**config.mk**
```make
export PLATFORM = sky130hd
export DESIGN_NAME = act_pwl_simd_flat
export DESIGN_NICKNAME = d
export VERILOG_FILES = /design/src/rtl/act_pwl_simd_if.sv /design/src/rtl/act_pwl_simd.sv /design/src/flat_wrapper.sv
export SDC_FILE = /design/constraint.sdc
export NUM_CORES = 1
export LEC_CHECK = 0
export BUFFER_PORTS_ARGS = -buffer_cell sky130_fd_sc_hd__buf_2
export CAP_MARGIN = 40
export CORE_UTILIZATION = 45
export DETAILED_ROUTE_END_ITERATION = 8
export PLACE_DENSITY = 0.67
export SYNTH_ARGS = -nofsm -noshare
export SYNTH_HDL_FRONTEND = slang
export SYNTH_SLANG_ARGS = --single-unit
```
**constraint.sdc**
```tcl
create_clock -name clk -period 14.83 [get_ports clk]
set_clock_uncertainty 0.1 [all_clocks]
set_input_delay 1.483 -clock clk [delete_from_list [all_inputs] [get_ports clk]]
set_output_delay 1.483 -clock clk [all_outputs]
set_load 0.01 [all_outputs]
```
**src/rtl/act_pwl_simd_if.sv**
```systemverilog
// Beat-level handshake bundle for the piecewise-linear sigmoid/tanh SIMD block.
// The master drives input beats and output backpressure; the slave is the block.
interface act_pwl_simd_if #(
  parameter int LANES = 4,
  parameter int DW    = 16
);
  logic                  valid_in;
  logic                  ready_in;
  logic                  mode_in;
  logic [LANES*DW-1:0]   x_in;
  logic                  valid_out;
  logic                  ready_out;
  logic [LANES*DW-1:0]   y_out;

  modport master (
    output valid_in, mode_in, x_in, ready_out,
    input  ready_in, valid_out, y_out
  );

  modport slave (
    input  valid_in, mode_in, x_in, ready_out,
    output ready_in, valid_out, y_out
  );
endinterface

```
**src/rtl/act_pwl_simd.sv**
```systemverilog
// LANES-wide piecewise-linear sigmoid/tanh on signed Q5.11 samples, 3-stage pipeline
// with a single global stall driven by output backpressure (no bubble collapsing).
module act_pwl_simd #(
  parameter int LANES = 4,
  parameter int DW    = 16
) (
  input  logic          clk,
  input  logic          rst_n,
  act_pwl_simd_if.slave bus
);
  localparam logic signed [DW-1:0] MAXV    = {1'b0, {(DW-1){1'b1}}};
  localparam logic signed [DW-1:0] MINV    = {1'b1, {(DW-1){1'b0}}};
  localparam logic signed [DW-1:0] ONE     = DW'(2048);
  localparam logic signed [DW-1:0] SEG_HI  = DW'(10240);
  localparam logic signed [DW-1:0] SEG_MID = DW'(4864);
  localparam logic signed [DW-1:0] SEG_LO  = DW'(2048);
  localparam logic signed [DW-1:0] OFS_HI  = DW'(1728);
  localparam logic signed [DW-1:0] OFS_MID = DW'(1280);
  localparam logic signed [DW-1:0] OFS_LO  = DW'(1024);

  // tanh(x) = 2*sigmoid(2x) - 1, so tanh lanes evaluate the sigmoid curve at 2x.
  function automatic logic signed [DW-1:0] scale_sat(input logic signed [DW-1:0] x,
                                                     input logic                 tanh);
    logic signed [DW:0] t;
    t = {x, 1'b0};
    if (!tanh)
      return x;
    if (t[DW] != t[DW-1])
      return t[DW] ? MINV : MAXV;
    return $signed(t[DW-1:0]);
  endfunction

  function automatic logic signed [DW-1:0] abs_sat(input logic signed [DW-1:0] v);
    if (v == MINV)
      return MAXV;
    return v[DW-1] ? -v : v;
  endfunction

  function automatic logic signed [DW-1:0] seg_eval(input logic signed [DW-1:0] a);
    if (a >= SEG_HI)
      return ONE;
    else if (a >= SEG_MID)
      return (a >>> 5) + OFS_HI;
    else if (a >= SEG_LO)
      return (a >>> 3) + OFS_MID;
    return (a >>> 2) + OFS_LO;
  endfunction

  function automatic logic signed [DW-1:0] sym_map(input logic signed [DW-1:0] s,
                                                   input logic                 neg,
                                                   input logic                 tanh);
    logic signed [DW-1:0] sp;
    sp = neg ? (ONE - s) : s;
    return tanh ? ((sp <<< 1) - ONE) : sp;
  endfunction

  logic                 en;
  logic                 vld_p1, vld_p2, vld_p3;
  logic                 mode_p1, mode_p2;
  logic [LANES-1:0]     neg_p1, neg_p2;
  logic signed [DW-1:0] a_p1 [LANES];
  logic signed [DW-1:0] s_p2 [LANES];
  logic [LANES*DW-1:0]  y_p3;

  logic signed [DW-1:0] v_nxt [LANES];
  logic signed [DW-1:0] a_nxt [LANES];
  logic [LANES-1:0]     neg_nxt;
  logic signed [DW-1:0] s_nxt [LANES];
  logic [LANES*DW-1:0]  y_nxt;

  assign en            = !vld_p3 || bus.ready_out;
  assign bus.ready_in  = en;
  assign bus.valid_out = vld_p3;
  assign bus.y_out     = y_p3;

  // S1: scale and fold onto the positive half, remembering the sign
  always_comb begin
    v_nxt   = '{default: '0};
    a_nxt   = '{default: '0};
    neg_nxt = '0;
    for (int k = 0; k < LANES; k++) begin
      v_nxt[k]   = scale_sat($signed(bus.x_in[k*DW +: DW]), bus.mode_in);
      neg_nxt[k] = v_nxt[k][DW-1];
      a_nxt[k]   = abs_sat(v_nxt[k]);
    end
  end

  // S2: segment select and linear evaluate
  always_comb begin
    s_nxt = '{default: '0};
    for (int k = 0; k < LANES; k++)
      s_nxt[k] = seg_eval(a_p1[k]);
  end

  // S3: mirror negative inputs and map to tanh range
  always_comb begin
    y_nxt = '0;
    for (int k = 0; k < LANES; k++)
      y_nxt[k*DW +: DW] = sym_map(s_p2[k], neg_p2[k], mode_p2);
  end

  always_ff @(posedge clk or negedge rst_n) begin
    if (!rst_n) begin
      vld_p1 <= 1'b0;
      vld_p2 <= 1'b0;
      vld_p3 <= 1'b0;
      y_p3   <= '0;
    end else if (en) begin
      vld_p1 <= bus.valid_in;
      vld_p2 <= vld_p1;
      vld_p3 <= vld_p2;
      y_p3   <= y_nxt;
    end
  end

  always_ff @(posedge clk) begin
    if (en) begin
      mode_p1 <= bus.mode_in;
      neg_p1  <= neg_nxt;
      a_p1    <= a_nxt;
      mode_p2 <= mode_p1;
      neg_p2  <= neg_p1;
      s_p2    <= s_nxt;
    end
  end
endmodule

```
**src/flat_wrapper.sv**
```systemverilog
// flat-port wrapper written by rule: the top's interface ports become plain ports
module act_pwl_simd_flat 
#(
  parameter int LANES = 4,
  parameter int DW    = 16
)
  (clk, rst_n, bus_valid_in, bus_mode_in, bus_x_in, bus_ready_out, bus_ready_in, bus_valid_out, bus_y_out);
  act_pwl_simd_if #(.LANES(LANES), .DW(DW)) bus_i ();
  input  logic clk;
  input  logic rst_n;
  input wire logic [$bits(bus_i.valid_in)-1:0] bus_valid_in;
  input wire logic [$bits(bus_i.mode_in)-1:0] bus_mode_in;
  input wire logic [$bits(bus_i.x_in)-1:0] bus_x_in;
  input wire logic [$bits(bus_i.ready_out)-1:0] bus_ready_out;
  output wire logic [$bits(bus_i.ready_in)-1:0] bus_ready_in;
  output wire logic [$bits(bus_i.valid_out)-1:0] bus_valid_out;
  output wire logic [$bits(bus_i.y_out)-1:0] bus_y_out;
  assign bus_i.valid_in = bus_valid_in;
  assign bus_i.mode_in = bus_mode_in;
  assign bus_i.x_in = bus_x_in;
  assign bus_i.ready_out = bus_ready_out;
  assign bus_ready_in = bus_i.ready_in;
  assign bus_valid_out = bus_i.valid_out;
  assign bus_y_out = bus_i.y_out;
  act_pwl_simd #(.LANES(LANES), .DW(DW)) u_core (.clk(clk), .rst_n(rst_n), .bus(bus_i));
endmodule
```
==> results.py <==
metrics = {
    "route": {
        "vias": 10880,
        "final_antenna_net_count": 0,
        "routed_wl_um": 29130,
        "via_per_inst": 5.398,
        "drt_first_pass_iters": 5,
        "drc": 0,
        "wl_per_cell_um": 14.46,
        "drt-initial-drc-count": 738,
    },
    "synthesis": {
        "synth_cell_types": 65,
        "synth_top_area_share": 0.2959,
        "synth-seq-cells": 201,
        "yosysSeqAreaShare": 0.4192,
        "synth_area_um2": 13600,
        "postSynth.asyncResetShare": 0.3333,
        "ys.flop_type": "edfxtp_1",
        "synth_edf_count": 134,
        "synth_nets": 1643,
        "synth.area.top_cells": "edfxtp_1, dfrtp_1, a21oi_1, nor2_1, nand2_1",
        "synth.avg_cell_area_um2": 8.900,
        "syn_inst": 1528,
        "yosysTopAreaCell": "edfxtp_1",
        "ys.warnings.count": 0,
    },
    "worst_setup_path": {
        "cp_cell_sequence": "buf_2 > inv_1 > ha_1 > nor2_1 > a21oi_1 > nand2_1 > o21ai_0 > ha_1 > inv_1 > or3_1 > nor2b_1 > nand2_1 > o211ai_1",
        "path_max_fanout": 19,
        "slowest_stage": "ha_1",
        "endpoint_kind": "flop",
        "required_ps": 15060,
        "cp.arrival_ps": 4710,
        "crit_path_max_incr_delay_ps": 620,
        "start_kind": "primary input",
        "path_class": "in -> reg",
    },
    "sta": {
        "post-route-min-period_ps": 4477,
        "finalMaxSlewViolations": 0,
        "worst_pin_slew_ps": 752.7,
        "max_slew_margin": 0.4982,
        "rsz0062_at_grt": "false",
        "max_freq_ghz": 0.2234,
        "fin_crit_sh": 0.3019,
        "setup_violations": 0,
        "fin_setup_tns_ps": 0,
        "worst_hold_slack_ps": 338.8,
        "timing.final.hold_violations": 0,
    },
    "power_and_ir_drop": {
        "ir_worst_vdd_uv": 82.94,
        "p_int_uw": 1647,
        "power_frac_comb": 0.406,
        "power.switching_uw": 1028,
        "clkPwrFrac": 0.200,
        "pwr_density_cell_nw_per_um2": 175.0,
        "swShare": 0.3843,
        "leakagePower_uw": 0.006365,
        "seq_power_share": 0.394,
    },
    "clock_network": {
        "root_buffer": "clkbuf_16",
        "cts_resized": 0,
        "clock_latency_ps": 500,
        "postCtsHoldBufs": 0,
        "cts_buffers": 22,
        "cts_buffer_depth": 3,
        "clk_pin_slew_worst_paths_ps": 60,
        "htreeDepth": 1,
        "cts_tree": "yes",
        "post_cts_buffers": 0,
        "cts.sink_count": 201,
    },
    "status": {
        "outcome": "completed",
    },
    "global_route": {
        "grt.overflow.total": 0,
        "grt_pass1_wl_um": 48560,
        "grt_usage": 0.1857,
        "antenna_found_initial": 0,
        "grt_pass1_vias": 9528,
        "grt_max_degree": 142,
    },
    "floorplan": {
        "die_area_um2": 30920,
        "initial_core_util": 0.4576,
        "core.rowCount": 63,
        "fp.coreArea_um2": 29720,
        "io_pins": 135,
        "die_h_um": 175.8,
        "dieWidth_um": 175.8,
    },
    "worst_hold_path": {
        "hp-class": "reg -> reg",
    },
    "layout": {
        "area_growth_pct": 12.37,
        "design_area_um2": 15280,
        "diodes": 0,
        "nNetsFinal": 1726,
        "multiInputGateArea_um2": 7330,
        "utilization": 0.5142,
        "drive_gt1_frac": 0.1520,
        "final-seq-area_um2": 5700,
        "nFillCells": 2778,
    },
    "placed_design": {
        "io_buffers": 134,
        "gp_congestion": 0.8696,
        "dpl.hpwl_um": 21650,
        "dpl_cell_area_um2": 14570,
    },
    "flow_run": {
        "cap_viol_max_count": 0,
    },
}
==> path summary, 6_finish.rpt <==
| check | from | end | slack (ps) | cells after the start |
|---|---|---|---|---|
| worst min register to register | u_core.neg_p1[0]$_DFFE_PP_ | u_core.neg_p2[0]$_DFFE_PP_ | 340 | 0 |
| worst min-delay path | u_core.neg_p1[0]$_DFFE_PP_ | u_core.neg_p2[0]$_DFFE_PP_ | 340 | 0 |
| min in group asynchronous | rst_n | u_core.bus.y_out[20]$_DFFE_PN0P_ | 760 | 2 |
| worst max register to register | u_core.s_p2[0]$_DFFE_PP_ | u_core.bus.y_out[63]$_DFFE_PN0P_ | 11810 | 9 |
| max in group asynchronous | rst_n | u_core.bus.y_out[40]$_DFFE_PN0P_ | 13360 | 3 |
| worst max-delay path | bus_x_in[31] | u_core.a_p1[33]$_SDFFCE_PP1P_ | 10350 | 13 |
==> logic make-up (layout without fill, tap and decap cells) <==
family          Yosys count  count (layout)  share of synthesized area
simple gates            548             548                     0.1815
compound gates          394             394                     0.1812
flops                   201             201                     0.4192
buf+inv                 148             245                    0.04205
xor+xnor                118             118                    0.07655
mux                      73              73                    0.05714
fa+ha+maj                46              46                    0.04232
==> flip-flops by register name (all words and copies together), names as in the netlist <==
register and cells:
u_core.bus.y_out 64, u_core.mode_p1 1, u_core.vld_p1 1, u_core.neg_p1 4, u_core.a_p1 64, u_core.s_p2 60, u_core.bus.valid_out 1, u_core.neg_p2 4
u_core.vld_p2 1, u_core.mode_p2 1
==> power groups by stage <==
| stage | combinational [µW] | clock, µW | sequential (µW) |
|---|---|---|---|
| floorplan | 776 | 0 | 1050 |
| global placement | 1060 | 0 | 1060 |
| detailed placement | 1080 | 0 | 1070 |
| CTS | 1090 | 548 | 1060 |
| global route | 1220 | 570 | 1090 |
| finish | 1080 | 534 | 1050 |
==> cells in the mapped netlist (4+ instances only) <==
library cell,instances
nand4_1,8
or3_1,10
nor3b_1,15
clkbuf_1,71
a31o_2,4
nand2_1,179
a311oi_1,12
a221oi_1,4
nor2b_1,18
or2_2,11
o21bai_1,6
o41ai_1,4
a31oi_1,26
a21o_1,12
dfrtp_1,67
xnor2_1,51
a221o_1,4
inv_1,58
a211o_1,6
xor2_1,66
a21oi_1,158
nor2_1,208
buf_1,11
nor4b_1,4
nor4_1,17
mux2i_1,36
mux2_2,37
o211ai_1,9
a211oi_1,39
and3_1,7
edfxtp_1,134
nand3_1,21
o21ai_0,59
nor3_1,29
ha_1,46
buf_2,7
nand2b_1,8
o31ai_1,28
==> through the flow <==
| step | cells | setup WS [ps] | power, µW |
|---|---|---|---|
| after floorplan | 1528 | 7281 | 1830 |
| after global placement | 1973 | 9909 | 2115 |
| after detailed placement | 1977 | 9897 | 2148 |
| after CTS | 2015 | 10400 | 2694 |
| after global routing | 2015 | 10010 | 2876 |
| final | 2015 | 10350 | 2674 |
==> worst max-delay path, delay by kind of cell <==
kind	cells	cell delay [ps]
compound gates	3	540
fa+ha+maj	2	830
buf+inv	3	480
simple gates	5	1380
==> layer usage <==
metal,routed length [µm],global-route usage
met5,0,0
met4,421,0.03913
met3,1420,0.01991
met2,11360,0.2558
met1,15930,0.3055
==> area by class of cell <==
type,count,share of cell area
Clock buffer,25,0.03816
Clock inverter,13,0.008434
Timing Repair Buffer,149,0.05404
Inverter,58,0.01474
Tap cell,390,0.03193
Multi-Input combinational cell,1179,0.4797
Sequential cell,201,0.3730
==> cells in the final DEF, fill, tap and decap left out, drive strengths merged, types with 11 or more instances in the layout <==
cell type / count
xor2: 67
a31oi: 26
or2: 11
nor3: 30
dfrtp: 67
nor4: 18
nor2b: 18
or3: 11
clkbuf: 25
xnor2: 51
edfxtp: 134
o21ai: 60
a211oi: 39
a21o: 12
ha: 46
nor3b: 15
nor2: 208
a21oi: 158
nand2: 179
nand3: 22
mux2i: 36
mux2: 37
o31ai: 28
buf: 149
inv: 60
a311oi: 12
No activity file was read; power rests on OpenSTA's default activity.
